--- src/rtl/fsm_7_tx.sv ---
// fsm_7_tx: bit-stream transmitter for the fsm_7 sequence detector.
// Drives the detector's serial input so that its y output fires a commanded
// number of times. Keeps a mirror of the detector's 2-bit state to pick each bit.
// Optional feature macro: FSM7_TX_GAP_EN enables idle-gap insertion between pulses.
module fsm_7_tx #(
  parameter int unsigned CNT_W = 8,
  parameter int unsigned GAP_W = 4
) (
  input  logic             clk_i,
  input  logic             rst_i,
  input  logic             cmd_valid_i,
  output logic             cmd_ready_o,
  input  logic [CNT_W-1:0] cmd_count_i,
  input  logic [GAP_W-1:0] cmd_gap_i,
  output logic             x_o,
  output logic             pulse_mark_o,
  output logic             done_o,
  output logic             busy_o
);

  // state_q names the rule used to pick the bit driven in the next cycle.
`ifdef FSM7_TX_GAP_EN
  typedef enum logic [1:0] {
    StIdle  = 2'd0,
    StSetup = 2'd1,
    StFire  = 2'd2,
    StGap   = 2'd3
  } state_e;
`else
  typedef enum logic [1:0] {
    StIdle  = 2'd0,
    StSetup = 2'd1,
    StFire  = 2'd2
  } state_e;
`endif

  state_e           state_q, state_d;
  logic [1:0]       s_q, s_d;
  logic             x_q, x_d;
  logic             pm_q, pm_d;
  logic             done_q, done_d;
  logic [CNT_W-1:0] rem_q, rem_d;
  logic             run_setup;

`ifdef FSM7_TX_GAP_EN
  logic [GAP_W-1:0] gap_q, gap_d;
  logic [GAP_W-1:0] gcnt_q, gcnt_d;
`else
  logic unused_gap;
  assign unused_gap = ^cmd_gap_i;
`endif

  // Next-state, next-bit and mirror-state update.
  always_comb begin
    state_d   = state_q;
    x_d       = 1'b0;
    pm_d      = 1'b0;
    done_d    = 1'b0;
    rem_d     = rem_q;
    run_setup = 1'b0;
`ifdef FSM7_TX_GAP_EN
    gap_d     = gap_q;
    gcnt_d    = gcnt_q;
`endif
    // Detector state at the start of the next cycle, i.e. when x_d is on the wire.
    s_d = s_q ^ (x_q ? 2'b10 : 2'b01);

    unique case (state_q)
      StIdle: begin
        if (cmd_valid_i) begin
          if (cmd_count_i == '0) begin
            done_d = 1'b1;
          end else begin
            rem_d     = cmd_count_i;
`ifdef FSM7_TX_GAP_EN
            gap_d     = cmd_gap_i;
`endif
            run_setup = 1'b1;
          end
        end
      end
      StSetup: run_setup = 1'b1;
      StFire: begin
        // The fire bit is on the wire now; rem_q still counts it.
        rem_d = rem_q - CNT_W'(1);
        if (rem_q == CNT_W'(1)) begin
          done_d  = 1'b1;
          state_d = StIdle;
`ifdef FSM7_TX_GAP_EN
        end else if (gap_q != '0) begin
          gcnt_d  = gap_q - GAP_W'(1);
          state_d = (gap_q == GAP_W'(1)) ? StSetup : StGap;
`endif
        end else begin
          run_setup = 1'b1;
        end
      end
`ifdef FSM7_TX_GAP_EN
      StGap: begin
        gcnt_d = gcnt_q - GAP_W'(1);
        if (gcnt_q == GAP_W'(1)) state_d = StSetup;
      end
`endif
      default: state_d = StIdle;
    endcase

    // Walk the detector toward s==11, then emit the firing 1.
    if (run_setup) begin
      if (!s_d[1]) begin
        x_d     = 1'b1;
        state_d = StSetup;
      end else if (!s_d[0]) begin
        x_d     = 1'b0;
        state_d = StSetup;
      end else begin
        x_d     = 1'b1;
        pm_d    = 1'b1;
        state_d = StFire;
      end
    end
  end

  // State registers with synchronous reset shared with the detector.
  always_ff @(posedge clk_i) begin
    if (rst_i) begin
      state_q <= StIdle;
      s_q     <= 2'b00;
      x_q     <= 1'b0;
      pm_q    <= 1'b0;
      done_q  <= 1'b0;
      rem_q   <= '0;
`ifdef FSM7_TX_GAP_EN
      gap_q   <= '0;
      gcnt_q  <= '0;
`endif
    end else begin
      state_q <= state_d;
      s_q     <= s_d;
      x_q     <= x_d;
      pm_q    <= pm_d;
      done_q  <= done_d;
      rem_q   <= rem_d;
`ifdef FSM7_TX_GAP_EN
      gap_q   <= gap_d;
      gcnt_q  <= gcnt_d;
`endif
    end
  end

  assign cmd_ready_o  = (state_q == StIdle);
  assign busy_o       = (state_q != StIdle);
  assign x_o          = x_q;
  assign pulse_mark_o = pm_q;
  assign done_o       = done_q;

endmodule
--- config.mk ---
export PLATFORM = sky130hd
export DESIGN_NAME = fsm_7_tx
export DESIGN_NICKNAME = d
export VERILOG_FILES = /design/src/rtl/fsm_7_tx.sv
export SDC_FILE = /design/constraint.sdc
export NUM_CORES = 1
export LEC_CHECK = 0
export BUFFER_PORTS_ARGS = -buffer_cell sky130_fd_sc_hd__buf_2
export CORE_UTILIZATION = 39
export DETAILED_ROUTE_END_ITERATION = 12
export HOLD_SLACK_MARGIN = 0.06
export SKIP_LAST_GASP = 1
export SYNTH_ARGS = -nofsm -noshare
export SYNTH_HDL_FRONTEND = slang
export SYNTH_SLANG_ARGS = --single-unit
--- constraint.sdc ---
create_clock -name clk_i -period 3.3 [get_ports clk_i]
set_input_delay 0.66 -clock clk_i [delete_from_list [all_inputs] [get_ports clk_i]]
set_output_delay 0.66 -clock clk_i [all_outputs]
set_load 0.03 [all_outputs]
==> impl_metrics.ini <==
[status]
status = finished, final reports clean

[synthesis]
async_flop_share_pct = 0
synth_top_family_by_area = compound AO/OA/AOI/OAI gates
synth_seq_area_share_pct = 33.15
synth_compound_area_share_pct = 29.42
synth.most_common_cell = dfxtp_1
synth_top_area_share_pct = 33.15
synth_edf_count = 0
synth_common_cells = 15 x dfxtp_1, 8 x a21oi_1, 7 x nand2_1, 6 x inv_1
synth-xor-area-share_pct = 0
synth_area_per_cell_um2 = 8.546
ys_ff_latch = 15
synth-simple-area-share_pct = 24.45
syn_nets = 123
ys_types = 44
synthAdderAreaFrac_pct = 2.762
synthMuxAreaShare_pct = 4.558
synth_ff_type = dfxtp_1
netlist_instances = 106
syn_area_um2 = 905.9
synth_warnings = 0
synthTopCellsByArea = dfxtp_1 33%, a21oi_1 4.4%, nor4_2 4.1%, mux2i_1 3.3%, a22oi_1 3.3%
synth_top_cell_by_area = dfxtp_1

[route]
routedWlPerCell_um = 14.64
drt_iter0_markers = 13
vias_per_cell = 5.745
firstDrtPassIters = 4
antenna_left = 0
vias = 856
drcViolationCount = 0
wirelength_mm = 2.181

[floorplanning]
die_h_um = 50.20
die_w_um = 50.20
rows = 17
ios = 20
die-area_um2 = 2520
coreArea_um2 = 2191
initial_core_util_pct = 41.35

[clocking]
cts_resized = 0
clockBufferDepth = 2
post_cts_buffers = 0
clkTransAtPathRegs_ns = 0.09
cts_sinks = 15
ctsHoldBuffers = 0
clk-insertion-delay-late_ns = 0.29
tritoncts = done
cts_buffers = 3
cts_root_buffer = clkbuf_4
cts_htree_levels = 1

[cells_and_area]
antenna_cells = 0
final_util_pct = 46.49
fin_area_um2 = 1018
nNetsFinal = 139
layout-drive-gt1-share_pct = 22.31
synthToLayoutAreaGrowth_pct = 12.43
fill_cells = 224

[timing]
hold_viol = 0
min_period_over_period_pct = 60.96
tightestPinTransition_ns = 0.5234
rsz0062_at_grt = no
timing.fmax_mhz = 497.1
setup_viol = 0
slew_headroom_pct = 65.06
skew_ns = 0.009509
period_needed_ns = 2.012
slew_violations = 0
setup_tns_ns = 0

[setup_path]
cp-end-kind = output port
cp_data_arrival_time_ns = 1.35
regToRegEndpoint = rem_q[6]
cp-start-kind = flop
crit_start = state_q[1]
path_class = reg2out
critPathCapture = busy_o
r2r_start = state_q[1]
cp.required_ns = 2.64
r2r_cells = 4
r2r_setup_slack_ns = 1.66
path_max_fanout = 16

[pwr]
vdd_drop_max_mv = 0.2294
p_comb_share_pct = 29.9
p_switching_uw = 179.0
p_int_uw = 307.6
p_per_area_nw_per_um2 = 477.8
p_clk_share_pct = 22.5
p_leak_uw = 0.0004266
switching_share_pct = 36.78
power.share.sequential_pct = 47.7

[grt]
grt_overflow = 0
grt_pass1_wl_mm = 3.684
grt.total_usage_pct = 19.87
antenna_found_initial = 0
grt_pass1_vias = 821
grt_start_max_net_pins = 17

[min_path]
hold_class = reg2reg

[placed_design]
dpl.hpwl_mm = 1.596
place_area_um2 = 991.0
portBuffers = 15
gp_congestion = 0.8475

[job]
maxCapViolations = 0
worst min path at each step:
stage                     startpoint  endpoint  slack, ns  depth (start not counted)
after CTS                   rem_q[0]  rem_q[0]       0.53                          1
final                            x_o    s_q[0]       0.53                          2
after global placement      rem_q[0]  rem_q[0]       0.51                          1
after floorplan             rem_q[0]  rem_q[0]       0.47                          1
after global routing        rem_q[0]  rem_q[0]       0.54                          1
after detailed placement    rem_q[0]  rem_q[0]       0.52                          1
stage by stage:
| step | total power [uW] | cells | hold WS, ns | worst slack (ns) |
|---|---|---|---|---|
| finish | 486.7 | 149 | 0.5332 | 1.288 |
| global route | 524.8 | 149 | 0.5448 | 1.142 |
| CTS | 490.0 | 149 | 0.5315 | 1.282 |
| detailed placement | 379.6 | 145 | 0.5153 | 1.232 |
| global placement | 375.7 | 145 | 0.5070 | 1.243 |
| floorplan | 340.2 | 106 | 0.4720 | 1.393 |
cell families after synthesis:
family | count (synthesis)
muxes | 4
and+or+nand+nor | 35
DFF | 15
adders and majority gates | 2
buffers and inverters | 11
AOI/OAI and AO/OA | 39
cells in the final DEF, fill, tap and decap left out, drive strengths merged, types with 3 or more instances in the layout:
cell type and n:
a31oi 4, inv 7, dfxtp 15, mux2i 3, a21oi 8, nor4 4
a211oi 3, clkbuf 3, nor2 5, nand2b 4, o21ai 9, nand2 7
a22oi 4, buf 15
worst max-delay path, stage by stage, from the launching register on:
cell and delay [ns]:
dfxtp_1 0.66, nor2_1 0.10, inv_1 0.10, buf_2 0.20
power by group through the flow:
stage	Combinational, uW	Clock, uW	Sequential [uW]
final	145	109	232
after global routing	163	126	236
after CTS	146	113	232
after detailed placement	144	0	235
after global placement	142	0	234
after floorplan	112	0	229
registers in the layout, summed over array words and instances (netlist names):
name          count
pulse_mark_o      1
rem_q             8
state_q           2
done_o            1
x_o               1
s_q               2
layer usage:
metal	part of all wire (%)	vias up	track usage, %
li1	-	430	-
met1	48	407	24.91
met2	48	14	32.67
met3	2.8	5	3.939
met4	1.7	0	8.571
met5	0	-	0
cell type report:
cell class              instances  area (um^2)  area share (%)
clock buffers                   3        22.52           2.211
clock inverters                 1        5.005          0.4914
inverters                       7        26.28           2.580
multi-input cells              80        554.3           54.42
flip-flops and latches         15        300.3           29.48
well taps                      28        35.03           3.440
repair buffers                 15        75.07           7.371
Note: power is estimated with default switching activity, not from simulation.
